--- config.mk ---
export PLATFORM = sky130hd
export DESIGN_NAME = cory_gather
export DESIGN_NICKNAME = d
export VERILOG_FILES = /design/src/rtl/cory_gather_pkg.sv /design/src/rtl/cory_gather_lane.sv /design/src/rtl/cory_gather.sv
export SDC_FILE = /design/constraint.sdc
export NUM_CORES = 1
export LEC_CHECK = 0
export CORE_UTILIZATION = 25
export CTS_BUF_LIST = sky130_fd_sc_hd__clkbuf_16
export CTS_CLUSTER_DIAMETER = 60
export DETAILED_ROUTE_END_ITERATION = 12
export GPL_TIMING_DRIVEN = 0
export PLACE_DENSITY = 0.58
export SYNTH_ARGS = -nofsm -noshare
export SYNTH_HDL_FRONTEND = slang
export SYNTH_SLANG_ARGS = --single-unit
--- constraint.sdc ---
create_clock -name clk -period 1.3 [get_ports clk]
set_input_delay 0.195 -clock clk [delete_from_list [all_inputs] [get_ports clk]]
set_output_delay 0.195 -clock clk [all_outputs]
set_load 0.01 [all_outputs]
--- src/rtl/cory_gather_pkg.sv ---
// Shared definitions for the cory_gather join: default geometry and the
// lane-slice helper used to locate lane k inside a packed N*W word.
package cory_gather_pkg;

  localparam int unsigned CoryDefaultN = 8;
  localparam int unsigned CoryDefaultW = 8;

  // LSB position of a lane inside a concatenated word ([lane*width +: width]).
  function automatic int unsigned lane_lsb(input int unsigned lane, input int unsigned width);
    return lane * width;
  endfunction

endpackage

--- src/rtl/cory_gather_lane.sv ---
// One gather lane: a capture flag plus a W-bit data register. The lane
// accepts exactly one word per set and refuses more until cleared.
module cory_gather_lane
  import cory_gather_pkg::*;
#(
  parameter int unsigned W = CoryDefaultW
) (
  input  logic         clk,
  input  logic         reset,
  input  logic         i_v,
  input  logic [W-1:0] i_d,
  output logic         o_r,
  input  logic         i_clr,
  output logic         o_hold,
  output logic [W-1:0] o_d
);

  logic         hold_q, hold_d;
  logic [W-1:0] data_q, data_d;

  // Clear wins over capture; a captured word is kept until the set drains.
  always_comb begin
    hold_d = hold_q;
    data_d = data_q;
    if (i_clr) begin
      hold_d = 1'b0;
    end else if (i_v && !hold_q) begin
      hold_d = 1'b1;
      data_d = i_d;
    end
  end

  // Lane state registers with synchronous reset.
  always_ff @(posedge clk) begin
    if (reset) begin
      hold_q <= 1'b0;
      data_q <= '0;
    end else begin
      hold_q <= hold_d;
      data_q <= data_d;
    end
  end

  assign o_r    = !hold_q;
  assign o_hold = hold_q;
  assign o_d    = data_q;

endmodule

--- src/rtl/cory_gather.sv ---
// cory_gather: joins N independent valid/ready lanes into one concatenated
// word. Each lane is captured once per set; the set is released downstream
// once every lane has arrived.
// Build option CORY_GATHER_PASS_EN: lanes arriving in the completing cycle
// pass straight through to o_z_d, giving a zero-latency set path.
module cory_gather
  import cory_gather_pkg::*;
#(
  parameter int unsigned N = CoryDefaultN,
  parameter int unsigned W = CoryDefaultW
) (
  input  logic           clk,
  input  logic           reset,
  input  logic [N-1:0]   i_ax_v,
  input  logic [N*W-1:0] i_ax_d,
  output logic [N-1:0]   o_ax_r,
  output logic           o_z_v,
  output logic [N*W-1:0] o_z_d,
  input  logic           i_z_r,
  output logic [N-1:0]   o_held
);

  logic [N-1:0]   hold;
  logic [N*W-1:0] data;
  logic           clr;

  // Downstream handshake releases every lane at once.
  assign clr = o_z_v & i_z_r;

  for (genvar k = 0; k < N; k++) begin : g_lane
    cory_gather_lane #(
      .W(W)
    ) u_lane (
      .clk   (clk),
      .reset (reset),
      .i_v   (i_ax_v[k]),
      .i_d   (i_ax_d[lane_lsb(k, W) +: W]),
      .o_r   (o_ax_r[k]),
      .i_clr (clr),
      .o_hold(hold[k]),
      .o_d   (data[lane_lsb(k, W) +: W])
    );
  end

  assign o_held = hold;

`ifdef CORY_GATHER_PASS_EN
  logic [N-1:0] arrive;

  // A lane counts as present if held or handshaking this cycle; data of
  // not-yet-held lanes is forwarded from the input.
  always_comb begin
    arrive = hold | (i_ax_v & o_ax_r);
    o_z_d  = '0;
    for (int unsigned k = 0; k < N; k++) begin
      o_z_d[lane_lsb(k, W) +: W] = hold[k] ? data[lane_lsb(k, W) +: W]
                                           : i_ax_d[lane_lsb(k, W) +: W];
    end
  end

  assign o_z_v = &arrive;
`else
  // Registered output: the set is valid only once all lanes are held.
  always_comb begin
    o_z_v = &hold;
    o_z_d = data;
  end
`endif

endmodule

==> flow_results.org <==
** Outcome
- The run finished with clean final reports.

** Global route
- Entering global routing, the biggest net connects 12 pins.
- Global-route wire length before repair :: 11.7 mm
- The number of global-route vias before repair was 2,351.
- Antenna violations before repair :: 0
- Remaining Overflow, GRT :: 0
- Global-route usage over all layers :: 13.3%

** Power
- IR analysis of the VDD net gives a maximum drop of 0.000697 V.
- Static leakage power :: 2.27 nW
- Power per Cell Area :: 1170 nW/um^2

** Worst setup path
- In this run the worst setup path terminates at o_z_v.
- Maximum cell stage delay along the critical path :: 370 ps
- For the worst flop-to-flop path, the logic depth is 6.
- Terminus of the critical flop-to-flop path :: g_lane[5].u_lane.o_d[2]
- STA classifies the critical path endpoint as a primary output.
- For flop-to-flop paths, the worst setup slack is 100 ps.
- Beginning of the worst register-to-register path :: g_lane[5].u_lane.o_hold
- The setup path with the least slack is of type register to primary output.
- The worst setup path is launched from a register.
- Tracing the worst setup path back leads to its startpoint at g_lane[0].u_lane.o_hold.
- The critical path goes through nand4_4 -> nor2_1 -> buf_2.
- Critical Path AT :: 1070 ps
- Required time at the endpoint of the critical path :: 1110 ps
- Maximum fanout along the worst path :: 5
- Library cell contributing the largest single delay on the critical path :: dfxtp_4

** Timing
- The worst pin sits at a relative slew slack of 82.8%.
- The worst path meets setup with 32.7 ps of slack.
- Unrepaired setup endpoints after global routing :: true
- At the pin with the least slew margin, the transition time is 258 ps.
- Across all hold checks on the routed design, the worst slack comes to 452 ps.
- Final critical-path share of the clock period :: 97.5%
- Final Hold Violating Endpoints :: 0
- Derived from the worst setup path, the maximum achievable clock frequency is 0.789 GHz.
- The number of pins exceeding their max-slew limit in the final report was 0.
- Across the routed clock network, the largest skew measured is 5.56 ps.
- Counting I/O delays and the setup requirement, the final critical path takes 1270 ps.
- Setup violators final :: 0

** Die
- The floorplan step defined a die boundary enclosing 11,400 um^2.
- During I/O placement, the number of pins put on the boundary was 156.
- The floorplan step set the die height to 107 um.
- The die is 107 um wide.
- In this run the standard cell core region covers 10,500 um^2.
- Row count :: 37
- Once the floorplan was initialized, standard cells occupied 26.2% of the core.

** Synth
- Counting every instance in the synthesized netlist gives 269.
- Of the post-synthesis cell area, the dominant cell type holds 52.7%.
- Avg Synthesized Cell Area :: 10.2 um^2
- Sequential elements use 52.7% of the synthesized area.
- Synthesis warning total :: 0
- Distinct cell type count of the synthesized netlist :: 15
- Summed over all instances, the cell type with the most area after synthesis is dfxtp_1.
- Counting flops and latches in the post-synthesis netlist gives 72.
- In the post-synthesis netlist, the biggest area contributors are dfxtp_1 (53%), mux2i_1 (23%), nor2_1 (11%).
- In this run the cell area of the synthesized design comes to 2740 um^2.
- Syn nets :: 344

** Cells and area
- Ant. Diodes :: 0
- Final non-filler cell area :: 4690 um^2
- Post-Route Utilization :: 44.8%
- The finished layout holds 583 standard cells, fillers aside.
- In the final layout, the share of cells above drive strength 1 is 17.2%.
- Synthesis-to-finish area growth :: 71.4%
- At the end of the flow, the number of nets in the layout was 518.
- Number of filler cells placed in the layout :: 1,086

** Job
- The tool flagged a number of max-cap violations equal to 0.

** Clock tree
- The clock passes through at most 2 buffers.
- TritonCTS buffer count :: 9
- Hold repair after CTS inserted 0 buffers.
- The tree is rooted in a clkbuf_16.
- The tree built by TritonCTS fans out to 72 sinks.
- CTS built an H-tree with a depth of 3.
- TritonCTS built the clock tree.
- CTS clock-pin slew for the worst setup and hold paths :: 60 ps
- Clock latency on the worst-skew pair :: 320 ps

** Routing
- Number of nets with antenna violations after routing :: 0
- The routed layout has 2,367 vias.
- Drt initial violations :: 49
- The routed design has 7.27 mm of wire.
- Avg Vias per Cell :: 4.06
- After detailed routing, the number of remaining DRC violations is 0.
- Dividing the detail-routed wire length by the instance count gives 12.5 um.
- Detailed-routing iteration count for the pre-antenna-repair pass :: 2

** Placed design
- Number of placed instances, taps included :: 560
- Routability-driven placement finished with a final weighted congestion of 0.724.
- Number of port buffers :: 155
- Post-Place Setup Slack :: -484 ps
- Final HPWL from detailed placement :: 5.36 mm
- Once placement finished, the instance area stood at 4460 um^2.

** Min path
- The worst hold path belongs to the class input port to register.
- Hold depth :: 3
-- through the flow --
stage	setup TNS, ps	power, mW
finish	0	5.51
global route	-60.6	5.84
CTS	-15.6	5.60
detailed placement	-20280	3.52
global placement	-19360	3.51
floorplan	0	2.92
-- power breakdown --
part           switching [mW]  total [mW]  internal (mW)  leakage (nW)
clock network           0.875        2.13           1.25         0.133
logic                   0.383       0.961          0.578          1.54
registers              0.0755        2.42           2.35         0.596
total                    1.33        5.51           4.18          2.27
-- cell families after synthesis --
kind of cell,after synthesis,synth area share (%)
simple gates,91,13.8
flops,72,52.7
mux,64,23.4
buf+inv,41,9.37
compound gates,1,0.777
-- layout by cell type, fill, tap and decap left out, drive strengths merged --
cell / n
clkdlybuf4s50: 74
inv: 12
clkbuf: 18
nor2: 81
mux2i: 64
nand4: 2
clkinv: 3
o31ai: 1
clkdlybuf4s15: 4
dlygate4sd2: 64
and2b: 3
clkinvlp: 1
nor2b: 5
dfxtp: 72
buf: 43
-- registers in the layout (all words and copies together), names as in the netlist --
signal	cells
g_lane.u_lane.o_d	64
g_lane.u_lane.o_hold	8
-- metal layers --
metal | GRT usage (%) | share of wire [%] | vias to the layer above
li1 | - | - | 1201
met1 | 16.6 | 44 | 1069
met2 | 20.8 | 45 | 89
met3 | 4.32 | 9.2 | 8
met4 | 5.58 | 1.2 | 0
met5 | 0 | 0 | -
-- critical path, delay by kind of cell, from the launching register on --
| kind | cells | cell delay (ps) |
|---|---|---|
| buffers and inverters | 1 | 150 |
| and+or+nand+nor | 2 | 230 |
| DFF | 1 | 370 |
-- what timing repair did --
item | in CTS | in global routing
pin swaps | 1 | 0
setup buffers | 8 | 0
setup endpoints to repair | 98 | 50
resized for setup | 113 | 22
-- worst min-delay path by stage --
stage                                       start                       to  slack [ps]
after floorplan                         i_ax_v[0]  g_lane[0].u_lane.o_hold         310
after global placement    g_lane[6].u_lane.o_d[1]  g_lane[6].u_lane.o_d[1]         470
after detailed placement  g_lane[5].u_lane.o_d[3]  g_lane[5].u_lane.o_d[3]         480
after CTS                               i_ax_v[7]  g_lane[7].u_lane.o_hold         440
after global routing                    i_ax_v[1]  g_lane[1].u_lane.o_hold         460
final                                   i_ax_v[7]  g_lane[7].u_lane.o_hold         450
-- synthesized netlist by cell type --
cell type / number
nor2_1: 81
dfxtp_1: 72
mux2i_1: 64
buf_4: 21
inv_1: 10
buf_1: 5
nor2b_1: 5
buf_6: 3
and2b_1: 2
and2b_2: 1
buf_2: 1
clkbuf_1: 1
nand4_1: 1
nand4_2: 1
o31ai_4: 1
-- cell type report --
cell class                 count  area [um^2]  area share [%]
timing repair buffer         163         1480            31.5
sequential                    72         1460            31.2
multi-input combinational    156         1060            22.5
buffer                        31          230            4.91
clock buffer                   9          225            4.80
tap                          136          170            3.63
inverter                      10         37.5           0.800
clock inverter                 6         30.0           0.640
(Power assumes the default switching activity.)
